$ cat config.mk
export PLATFORM = sky130hd
export DESIGN_NAME = spi_slave_sync
export DESIGN_NICKNAME = d
export VERILOG_FILES = /design/src/rtl/spi_pkg.sv /design/src/rtl/spi_sync_edge.sv /design/src/rtl/spi_slave_sync.sv
export SDC_FILE = /design/constraint.sdc
export NUM_CORES = 1
export LEC_CHECK = 0
export CORE_UTILIZATION = 35
export DETAILED_ROUTE_END_ITERATION = 10
export GPL_TIMING_DRIVEN = 0
export MAX_ROUTING_LAYER = met4
export PLACE_DENSITY = 0.61
export REMOVE_ABC_BUFFERS = 1
export SLEW_MARGIN = 20
export SYNTH_ARGS = -nofsm -noshare
export SYNTH_HDL_FRONTEND = slang
export SYNTH_SLANG_ARGS = --single-unit
export TNS_END_PERCENT = 50
$ cat constraint.sdc
create_clock -name clk -period 4.4 [get_ports clk]
set_clock_uncertainty 0.15 [all_clocks]
set_input_delay 0.88 -clock clk [delete_from_list [all_inputs] [get_ports clk]]
set_output_delay 0.88 -clock clk [all_outputs]
set_load 0.02 [all_outputs]
$ cat src/rtl/spi_pkg.sv
`default_nettype none
// +-----------------------------------------------------------------------+
// | Module     : spi_pkg                                                  |
// | Description: Shared types and constants for the synchronous SPI slave |
// | Revision   : 1.0                                                      |
// +-----------------------------------------------------------------------+
package spi_pkg;

    localparam int DWIDTH        = 8;
    localparam int AWIDTH        = 4;
    localparam int SPI_FRAME_LEN = 1 + AWIDTH + DWIDTH;

    // Bit positions inside driver_cfg
    localparam int CPOL_BIT = 1;
    localparam int CPHA_BIT = 0;

    typedef enum logic [1:0] {
        IDLE = 2'd0,
        CMD  = 2'd1,
        DATA = 2'd2,
        DONE = 2'd3
    } spi_slv_state_t;

endpackage
`default_nettype wire

$ cat src/rtl/spi_sync_edge.sv
`default_nettype none
// +-----------------------------------------------------------------------+
// | Module     : spi_sync_edge                                            |
// | Description: Multi-flop synchronizer with rise/fall detection         |
// | Revision   : 1.0                                                      |
// +-----------------------------------------------------------------------+
module spi_sync_edge #(
    parameter int   SYNC_STAGES = 2,
    parameter logic RST_VAL     = 1'b0
) (
    input  logic clk,
    input  logic rst,
    input  logic din,
    output logic dout,
    output logic rise,
    output logic fall
);

    logic [SYNC_STAGES-1:0] r_chain;
    logic                   r_prev;
    logic [SYNC_STAGES:0]   r_fill;

    always_ff @(posedge clk) begin
        if (rst) begin
            r_chain <= {SYNC_STAGES{RST_VAL}};
            r_prev  <= RST_VAL;
            r_fill  <= '0;
        end else begin
            r_chain <= {r_chain[SYNC_STAGES-2:0], din};
            r_prev  <= r_chain[SYNC_STAGES-1];
            r_fill  <= {r_fill[SYNC_STAGES-1:0], 1'b1};
        end
    end

    // Edges are reported only once both compared samples are real input samples,
    // so a line already away from its reset level causes no spurious edge.
    assign dout = r_chain[SYNC_STAGES-1];
    assign rise = r_fill[SYNC_STAGES] &  dout & ~r_prev;
    assign fall = r_fill[SYNC_STAGES] & ~dout &  r_prev;

endmodule
`default_nettype wire

$ cat src/rtl/spi_slave_sync.sv
`default_nettype none
// +-----------------------------------------------------------------------+
// | Module     : spi_slave_sync                                           |
// | Description: clk-domain SPI slave with register file, all SPI modes.  |
// |              Define SPI_SLV_FRAME_ERR_EN to enable the frame_err pulse|
// | Revision   : 1.0                                                      |
// +-----------------------------------------------------------------------+
module spi_slave_sync #(
    parameter int DWIDTH      = spi_pkg::DWIDTH,
    parameter int AWIDTH      = spi_pkg::AWIDTH,
    parameter int SYNC_STAGES = 2
) (
    input  logic              clk,
    input  logic              rst,
    input  logic [1:0]        driver_cfg,
    input  logic              sck,
    input  logic              mosi,
    input  logic              ss_n,
    output logic              miso,
    output logic              miso_oe,
    output logic              wr_valid,
    output logic [AWIDTH-1:0] wr_addr,
    output logic [DWIDTH-1:0] wr_data,
    input  logic [AWIDTH-1:0] loc_addr,
    output logic [DWIDTH-1:0] loc_rdata,
    output logic              frame_err
);
    import spi_pkg::*;

    localparam int FRAME_LEN = 1 + AWIDTH + DWIDTH;
    localparam int CNT_W     = $clog2(FRAME_LEN + 1);
    localparam int DEPTH     = 2 ** AWIDTH;

    logic w_sck_rise, w_sck_fall, w_ss_rise, w_ss_fall, w_mosi;
    logic w_unused_sck, w_unused_ss, w_unused_mosi_rise, w_unused_mosi_fall;

    spi_sync_edge #(.SYNC_STAGES(SYNC_STAGES), .RST_VAL(1'b0)) u_sck_sync (
        .clk(clk), .rst(rst), .din(sck),
        .dout(w_unused_sck), .rise(w_sck_rise), .fall(w_sck_fall)
    );
    spi_sync_edge #(.SYNC_STAGES(SYNC_STAGES), .RST_VAL(1'b1)) u_ss_sync (
        .clk(clk), .rst(rst), .din(ss_n),
        .dout(w_unused_ss), .rise(w_ss_rise), .fall(w_ss_fall)
    );
    spi_sync_edge #(.SYNC_STAGES(SYNC_STAGES), .RST_VAL(1'b0)) u_mosi_sync (
        .clk(clk), .rst(rst), .din(mosi),
        .dout(w_mosi), .rise(w_unused_mosi_rise), .fall(w_unused_mosi_fall)
    );

    spi_slv_state_t    r_state, w_next_state;
    logic              r_cpol, r_cpha;
    logic [CNT_W-1:0]  r_bit_cnt;
    logic              r_rw;
    logic [AWIDTH-1:0] r_addr;
    logic [DWIDTH-1:0] r_data;
    logic [DWIDTH-1:0] r_tx;
    logic              r_miso;
    logic              r_wr_valid;
    logic [AWIDTH-1:0] r_wr_addr;
    logic [DWIDTH-1:0] r_wr_data;
    logic [DWIDTH-1:0] r_regs [DEPTH];

    logic              w_lead, w_trail, w_sample, w_shift;
    logic              w_last_addr, w_last_bit, w_abort;
    logic [AWIDTH-1:0] w_addr_next;
    logic [DWIDTH-1:0] w_data_next;

    assign w_lead      = r_cpol ? w_sck_fall : w_sck_rise;
    assign w_trail     = r_cpol ? w_sck_rise : w_sck_fall;
    assign w_sample    = r_cpha ? w_trail : w_lead;
    assign w_shift     = r_cpha ? w_lead : w_trail;
    assign w_last_addr = w_sample && (r_bit_cnt == CNT_W'(AWIDTH));
    assign w_last_bit  = w_sample && (r_bit_cnt == CNT_W'(FRAME_LEN - 1));
    assign w_abort     = ((r_state == CMD) || (r_state == DATA)) && w_ss_rise;
    assign w_addr_next = AWIDTH'({r_addr, w_mosi});
    assign w_data_next = DWIDTH'({r_data, w_mosi});

    always_ff @(posedge clk) begin
        if (rst) r_state <= IDLE;
        else     r_state <= w_next_state;
    end

    always_comb begin
        w_next_state = r_state;
        case (r_state)
            IDLE:    if (w_ss_fall)   w_next_state = CMD;
            CMD:     if (w_ss_rise)   w_next_state = IDLE;
                     else if (w_last_addr) w_next_state = DATA;
            DATA:    if (w_ss_rise)   w_next_state = IDLE;
                     else if (w_last_bit)  w_next_state = DONE;
            DONE:    if (w_ss_rise)   w_next_state = IDLE;
            default: w_next_state = IDLE;
        endcase
    end

    always_ff @(posedge clk) begin
        if (rst) begin
            r_cpol     <= 1'b0;
            r_cpha     <= 1'b0;
            r_bit_cnt  <= '0;
            r_rw       <= 1'b0;
            r_addr     <= '0;
            r_data     <= '0;
            r_tx       <= '0;
            r_miso     <= 1'b0;
            r_wr_valid <= 1'b0;
            r_wr_addr  <= '0;
            r_wr_data  <= '0;
            for (int i = 0; i < DEPTH; i++) r_regs[i] <= '0;
        end else begin
            r_wr_valid <= 1'b0;
            case (r_state)
                IDLE: if (w_ss_fall) begin
                    r_cpol    <= driver_cfg[CPOL_BIT];
                    r_cpha    <= driver_cfg[CPHA_BIT];
                    r_bit_cnt <= '0;
                    r_rw      <= 1'b0;
                    r_addr    <= '0;
                    r_data    <= '0;
                    r_miso    <= 1'b0;
                end
                CMD: if (!w_ss_rise && w_sample) begin
                    r_bit_cnt <= r_bit_cnt + CNT_W'(1);
                    if (r_bit_cnt == '0) r_rw   <= w_mosi;
                    else                 r_addr <= w_addr_next;
                    if (w_last_addr && r_rw) r_tx <= r_regs[w_addr_next];
                end
                DATA: if (!w_ss_rise) begin
                    if (w_sample) begin
                        r_bit_cnt <= r_bit_cnt + CNT_W'(1);
                        if (!r_rw) r_data <= w_data_next;
                        if (w_last_bit && !r_rw) begin
                            r_regs[r_addr] <= w_data_next;
                            r_wr_valid     <= 1'b1;
                            r_wr_addr      <= r_addr;
                            r_wr_data      <= w_data_next;
                        end
                    end
                    if (w_shift && r_rw) begin
                        r_miso <= r_tx[DWIDTH-1];
                        r_tx   <= r_tx << 1;
                    end
                end
                default: ;
            endcase
        end
    end

    assign miso      = ((r_state == DATA) && r_rw) ? r_miso : 1'b0;
    assign miso_oe   = (r_state != IDLE);
    assign wr_valid  = r_wr_valid;
    assign wr_addr   = r_wr_addr;
    assign wr_data   = r_wr_data;
    assign loc_rdata = r_regs[loc_addr];

`ifdef SPI_SLV_FRAME_ERR_EN
    // Over-clocking means another sample edge after the frame completed;
    // the trailing edge of the final CPHA=0 bit is legitimate and not flagged.
    logic r_frame_err;
    always_ff @(posedge clk) begin
        if (rst) r_frame_err <= 1'b0;
        else     r_frame_err <= w_abort || ((r_state == DONE) && w_sample);
    end
    assign frame_err = r_frame_err;
`else
    logic w_unused_abort;
    assign w_unused_abort = w_abort;
    assign frame_err      = 1'b0;
`endif

endmodule
`default_nettype wire

==> results by group, run 1 <==
Synthesis
  • Post-Synthesis Cell Area: 9040 um2
  • Post-Synthesis Mean Instance Area: 11.9 um2
  • Syn Inst Count: between 700 and 800
  • Ys async rst share: 0
  • YS warnings: 0
  • Number of synthesized flops with an enable pin: 128
  • Top_reg_cell synth: edfxtp_1
  • Number of distinct library cells after synthesis: 56
  • Synth Register Bits: 181
  • Seq/Total Area, Yosys: 0.542

STA
  • Final setup viols: 0
  • Max_slew headroom: 0.163
  • Fmax: between 0.2 and 0.25 GHz
  • Setup_tns: 0 ns
  • Tmin final: 4.23 ns
  • RSZ-0062 raised after global routing: no
  • Final Hold Viols: 0
  • Tcrit/Tclk final: 0.962
  • Max-slew violation count: 0
  • Worst Tran Pin Value: 1.25 ns
  • WHS: 0.263 ns
  • Final worst slack: 0.166 ns

Layout
  • Area Overhead vs Synth: 16.8%
  • Ant diodes: 0
  • Final Instance Area: 10600 um2
  • Layout cells sized above 1: 0.181
  • Final #Nets: just under 800

Floorplanning
  • Starting density of the core: 0.358
  • Die width: 163 um
  • Die area: 26500 um2
  • Number of placed I/O pins: 35
  • Core Footprint: 25300 um2
  • Die height: about 160 um
  • Placement row count: 58

Place
  • Port-buffer cells: 33
  • Dpl cell area: 9980 um2
  • GPL Wtd Cong: 0.820
  • Dpl hpwl: around 17000 um
  • Setup WS pre-CTS: 0.118 ns

GRT
  • Total gr overflow: 0
  • Initial antenna violation count: 0
  • Number of global-route vias before repair: slightly above 6000
  • First-pass GRT wire length: 38000 um
  • Largest net degree at the start of global routing: 39
  • Tot GR Track Use: 0.206

CTS
  • Htree depth: 4
  • Post-cts gate resize count: 0
  • Total CTS buffers: 17
  • CTS tree: done
  • Cts hold-fix bufs: 0
  • Clock latency on the worst-skew pair: 0.44 ns
  • Root Buffer: clkbuf_16
  • Clk sinks: 181
  • Post-CTS setup buffer count: 0
  • Clk slew on worst S/H paths: roughly 0.070 ns
  • CTS Buffer Depth: 2

Routing
  • Initial detailed-routing violation count: 756
  • Drt pass-1 iters: 5
  • Final Routed Wirelength: 25700 um
  • Via/cell ratio: 5.84
  • Vias post-DR: around 6500
  • Routed len/inst: 23.0 um
  • ANT nets after route: 0
  • Drc violations: 0

Hold path
  • Hold path endpoint: u_ss_sync.r_chain[1]
  • HP Class: reg2reg
  • Hold path startpoint: u_ss_sync.r_chain[0]
  • Hold Path Depth: 1

Worst setup path
  • Crit Path Class: in2out
  • Reg2Reg Depth: 7
  • Setup crit end kind: primary output
  • Critical path data arrival time: approximately 3.2 ns
  • R2R Setup Slk: 0.37 ns
  • Critical Path RT: 3.37 ns
  • CP Launch Type: input port
  • Worst-path fanout max: 17
  • Reg-to-Reg Start: r_state[0]
  • Worst reg2reg endpoint: r_regs[2][6]

Power and ir drop
  • Leakage power: roughly 3.3 nW
  • Power Density: 358 nW/um2
  • VDD IR max: 0.267 mV

Outcome
  • Status: complete, no violations

Run
  • Number of max-cap violations: 0
[state kept, by name, summed over array words and instances (netlist names), 4 cells and up]
| register | cells |
|---|---|
| r_data | 7 |
| r_bit_cnt | 4 |
| r_regs | 128 |
| wr_data | 8 |
| r_tx | 8 |
| r_addr | 4 |
| wr_addr | 4 |
[where the power goes]
| part | total (W) | leakage, nW | switching [W] | internal [W] |
|---|---|---|---|---|
| registers | 0.00191 | 1.69 | 0.0000360 | 0.00188 |
| logic | 0.000315 | 1.32 | 0.000171 | 0.000144 |
| clock network | 0.00155 | 0.282 | 0.000666 | 0.000889 |
| total | 0.00378 | 3.29 | 0.000873 | 0.00291 |
[layout make-up]
class	count	area [um2]
Clock inverter	13	158
Sequential cell	181	4910
Timing Repair Buffer	59	713
Inverter	8	30.0
Multi-Input combinational cell	505	3920
Tap cell	330	413
Clock buffer	18	429
Fill cell	2354	14700
[through the flow]
| step | utilization | instances | total power (W) |
|---|---|---|---|
| global placement | 0.377 | 1057 | 0.00224 |
| floorplan | - | 694 | 0.00211 |
| detailed placement | 0.395 | 1083 | 0.00226 |
| finish | 0.418 | 1114 | 0.00378 |
| global route | 0.418 | 1114 | 0.00388 |
| CTS | 0.418 | 1114 | 0.00379 |
[metal layers]
layer,vias to the layer above,part of all wire,GRT usage
li1,2849,-,-
met1,3293,0.42,0.272
met2,302,0.47,0.308
met3,57,0.069,0.0400
met4,0,0.032,0.0909
met5,-,0,-
[worst max-delay path by stage]
stage / endpoint / cells after the start / slack [ns] / start
finish: loc_rdata[6] / 5 / 0.17 / loc_addr[0]
CTS: loc_rdata[6] / 5 / 0.12 / loc_addr[0]
global placement: r_regs[7][3] / 5 / -2.87 / rst
detailed placement: loc_rdata[6] / 5 / 0.12 / loc_addr[0]
floorplan: r_regs[13][0] / 6 / 0.93 / r_state[0]
global route: loc_rdata[6] / 5 / 0.01 / loc_addr[0]
[cells in the mapped netlist (3+ instances only)]
library cell	count	share of area
o21ai_0	30	0.017
nand2b_1	4	0.0028
or4_1	3	0.0025
ha_1	7	0.0097
nand4_1	7	0.0048
nand2_1	78	0.032
mux4_2	58	0.14
nor2_1	136	0.056
and2_1	10	0.0069
o41ai_1	3	0.0029
mux2i_1	44	0.049
nor2b_1	13	0.0090
inv_1	8	0.0033
a221oi_1	7	0.0068
nand3b_1	5	0.0042
a21oi_1	25	0.014
dfxtp_1	53	0.12
buf_2	12	0.0066
o32ai_1	7	0.0068
or2_2	5	0.0035
edfxtp_1	128	0.42
clkbuf_1	44	0.018
a22o_1	7	0.0068
buf_1	6	0.0025
o211ai_1	4	0.0033
o22ai_1	7	0.0048
nand3_1	8	0.0044
[cells by family (layout without fill, tap and decap cells)]
group	Yosys count	in the layout	share of synthesized area
compound gates	106	106	0.0764
xor+xnor	1	1	0.000968
fa+ha+maj	7	7	0.00968
buf+inv	71	98	0.0315
flops	181	181	0.542
mux	104	104	0.196
other cells	1	1	0.000415
simple gates	286	286	0.143
[cells in the final DEF (no fill, tap or decap), types with 3 or more instances in the layout]
cell type and instances:
nor2_1 136, edfxtp_1 128, nand2_1 78, mux4_2 58
dfxtp_1 51, mux2i_1 44, clkdlybuf4s50_1 30, a21oi_1 25
clkbuf_16 17, o21ai_0 14, o21ai_2 13, nor2b_1 13
and2_1 10, buf_6 10, inv_1 7, nand3_1 7
nand4_1 7, a22o_1 7, a221oi_1 7, o22ai_1 7
o32ai_1 7, ha_1 7, nand3b_1 5, or2_2 5
buf_16 5, nand2b_1 4, o21ai_1 4, o211ai_1 4
buf_2 4, buf_8 4, or4_1 3, o41ai_1 3
bufinv_16 3, buf_4 3, buf_12 3
[critical path: stages]
cell,delay (ns)
buf_2,0.48
buf_12,0.26
mux4_2,0.52
mux4_2,0.49
clkdlybuf4s50_1,0.55
Note: power is estimated with default switching activity, not from simulation.
==> inputs of run 2 (changes only) <==
--- a/config.mk
+++ b/config.mk
@@ -6,6 +6,8 @@
 export NUM_CORES = 1
 export LEC_CHECK = 0
 export CORE_UTILIZATION = 35
+export CTS_BUF_LIST = sky130_fd_sc_hd__clkbuf_4
+export CTS_CLUSTER_SIZE = 20
 export DETAILED_ROUTE_END_ITERATION = 10
 export GPL_TIMING_DRIVEN = 0
 export MAX_ROUTING_LAYER = met4
==> run 2 against run 1 <==
Critical path depth is the same. Cell area shrank 2.8%. First-iteration DRC count grew 2.4%. Count of clock-buffer cells in the layout is the same. Critical endpoint unchanged. Clock power shrank 37%. Final cell count is essentially flat. Largest power group unchanged. Combinational power is essentially flat.
==> results by group, run 2 (synthesized netlist as in run 1, its figures left out) <==
Outcome
  • Status: complete, no violations

GRT
  • Total gr overflow: 0 (unchanged)
  • First-pass GRT wire length: 37900 um (-0.43%)
  • Number of global-route vias before repair: 6160 (-0.34%)
  • Largest net degree at the start of global routing: 39 (unchanged)
  • Initial antenna violation count: 1 (+1)
  • Tot GR Track Use: 0.203 (-0.00263)

Layout
  • Area Overhead vs Synth: 13.6%
  • Final #Nets: 790 (unchanged)
  • Utilization after layout: 0.407 (-0.0115)
  • Biggest register: r_regs
  • Area of the multi-input gates: 3920 um2 (unchanged)
  • Commonest non-fill, non-tap cells in the layout: nor2_1 (136), edfxtp_1 (128), nand2_1 (78)
  • Commonest non-fill, non-tap cell in the layout: nor2_1
  • Layout cells sized above 1: 0.182 (+0.00128)
  • Filler Cell Count: 2391 (+1.6%)
  • Largest register FFs: 128 (unchanged)
  • Total area of sequential cells: 4910 um2 (unchanged)

Worst setup path
  • R2R Setup Slk: 0.37 ns (about the same)
  • Reg2Reg Depth: 7 (unchanged)
  • Critical path data arrival time: 3.22 ns (+0.02 ns)
  • CP max stage cell: clkdlybuf4s50_1
  • Crit-path most repeated cell: mux4_2
  • Worst reg2reg endpoint: r_regs[2][1]
  • CP Cell Sequence: buf_2, buf_12, mux4_2, mux4_2, clkdlybuf4s50_1
  • CP Launch Type: input port
  • Crit Path Class: in2out
  • Reg-to-Reg Start: r_state[0]
  • Critical Path RT: 3.37 ns (about the same)
  • Worst-path fanout max: 17 (unchanged)
  • Worst Path Buf+Inv: 3 (unchanged)
  • Slowest cell delay on critical path: 0.55 ns (about the same)
  • Setup crit end kind: primary output
  • CP top delay family: buffers and inverters

CTS
  • Clock latency on the worst-skew pair: 0.58 ns (+0.14 ns)
  • CTS tree: done
  • Total CTS buffers: 17 (unchanged)
  • Post-CTS setup buffer count: 0 (unchanged)
  • Clk slew on worst S/H paths: 0.14 ns (+0.07 ns)
  • CTS Buffer Depth: 2 (unchanged)
  • Clk sinks: 181 (unchanged)
  • Root Buffer: clkbuf_4
  • Cts hold-fix bufs: 0 (unchanged)
  • Htree depth: 4 (unchanged)
  • Post-cts gate resize count: 0 (unchanged)

STA
  • Tmin final: 4.25 ns (+0.0155 ns)
  • Final setup viols: 0 (unchanged)
  • RSZ-0062 raised after global routing: no
  • Final worst slack: 0.150 ns (-0.0155 ns)
  • Tcrit/Tclk final: 0.966 (+0.00352)
  • Max_slew headroom: 0.180 (+0.0175)
  • Worst Tran Pin Value: 1.23 ns (-0.0253 ns)
  • Final Hold Viols: 0 (unchanged)
  • Max-slew violation count: 0 (unchanged)
  • Fmax: 0.235 GHz (-0.36%)

Floorplanning
  • Die area: 26500 um2 (unchanged)
  • Starting density of the core: 0.358 (unchanged)
  • Die width: 163 um (unchanged)
  • Core Footprint: 25300 um2 (unchanged)
  • Die height: 163 um (unchanged)
  • Number of placed I/O pins: 35 (unchanged)
  • Placement row count: 58 (unchanged)

Routing
  • Via/cell ratio: 5.75 (-1.5%)
  • Drc violations: 0 (unchanged)
  • Vias post-DR: 6406 (-1.5%)
  • Drt pass-1 iters: 6 (+1)
  • Final Routed Wirelength: 25400 um (-1.1%)
  • Initial detailed-routing violation count: 774 (+2.4%)
  • Routed len/inst: 22.7 um (-1.2%)
  • ANT nets after route: 0 (unchanged)

Power and ir drop
  • VDD IR max: 0.141 mV (-47%)
  • Total power: 0.00321 W (-15%)
  • Leakage power: 3.16 nW (-3.9%)
  • Power Density: 312 nW/um2 (-13%)

Hold path
  • HP Class: reg2reg
  • Hold path startpoint: u_ss_sync.r_chain[0]
  • Hold Path Depth: 1 (unchanged)
  • Hold path endpoint: u_ss_sync.r_chain[1]

Run
  • Number of max-cap violations: 0 (unchanged)

Place
  • Dpl hpwl: 17400 um (unchanged)
  • Setup WS pre-CTS: 0.118 ns (unchanged)
  • GPL Wtd Cong: 0.820 (unchanged)
  • Port-buffer cells: 33 (unchanged)
-- run 2: changes by cell type in the layout (fill, tap and decap cells not counted) --
cell,delta
clkbuf_4,+18
clkbuf_16,-17
diode_2,+1
clkbuf_1,-1
-- run 2: metrics by stage --
stage | instances | hold WS [ns] | area, um2 | TNS [ns]
final | 1115 | 0.282 | 10300 | 0
after global routing | 1115 | 0.312 | 10300 | 0
after CTS | 1114 | 0.281 | 10300 | 0
after detailed placement | 1083 | 0.249 | 9980 | 0
after floorplan | 694 | 0.239 | 8790 | 0
after global placement | 1057 | 0.244 | 9530 | -346.06
-- run 2: report_power, final --
part	switching [W]	internal, W	total [W]
Sequential	0.0000354	0.00188	0.00191
Clock	0.000587	0.000397	0.000984
Combinational	0.000171	0.000144	0.000315
Total	0.000794	0.00242	0.00321
-- run 2: per-layer routing --
layer,up-vias,global-route usage,routed length (um)
met1,3188,0.274,10700
met3,57,0.0321,1840
li1,2849,-,-
met5,-,-,0
met2,312,0.303,12000
met4,0,0.0901,828
-- run 2: worst max-delay path by stage --
stage / start / cells after the start / slack [ns] / to
final: loc_addr[0] / 5 / 0.15 / loc_rdata[6]
after global routing: loc_addr[0] / 5 / 0.01 / loc_rdata[6]
after CTS: loc_addr[0] / 5 / 0.12 / loc_rdata[6]
after detailed placement: loc_addr[0] / 5 / 0.12 / loc_rdata[6]
after global placement: rst / 5 / -2.87 / r_regs[7][3]
after floorplan: r_state[0] / 6 / 0.93 / r_regs[13][0]
-- run 2: area by class of cell --
class / instances / share of cell area
Antenna cell: 1 / 0.000244
Clock inverter: 13 / 0.0153
Timing Repair Buffer: 59 / 0.0694
Inverter: 8 / 0.00292
Clock buffer: 18 / 0.0131
Tap cell: 330 / 0.0402
Sequential cell: 181 / 0.478
Multi-Input combinational cell: 505 / 0.381
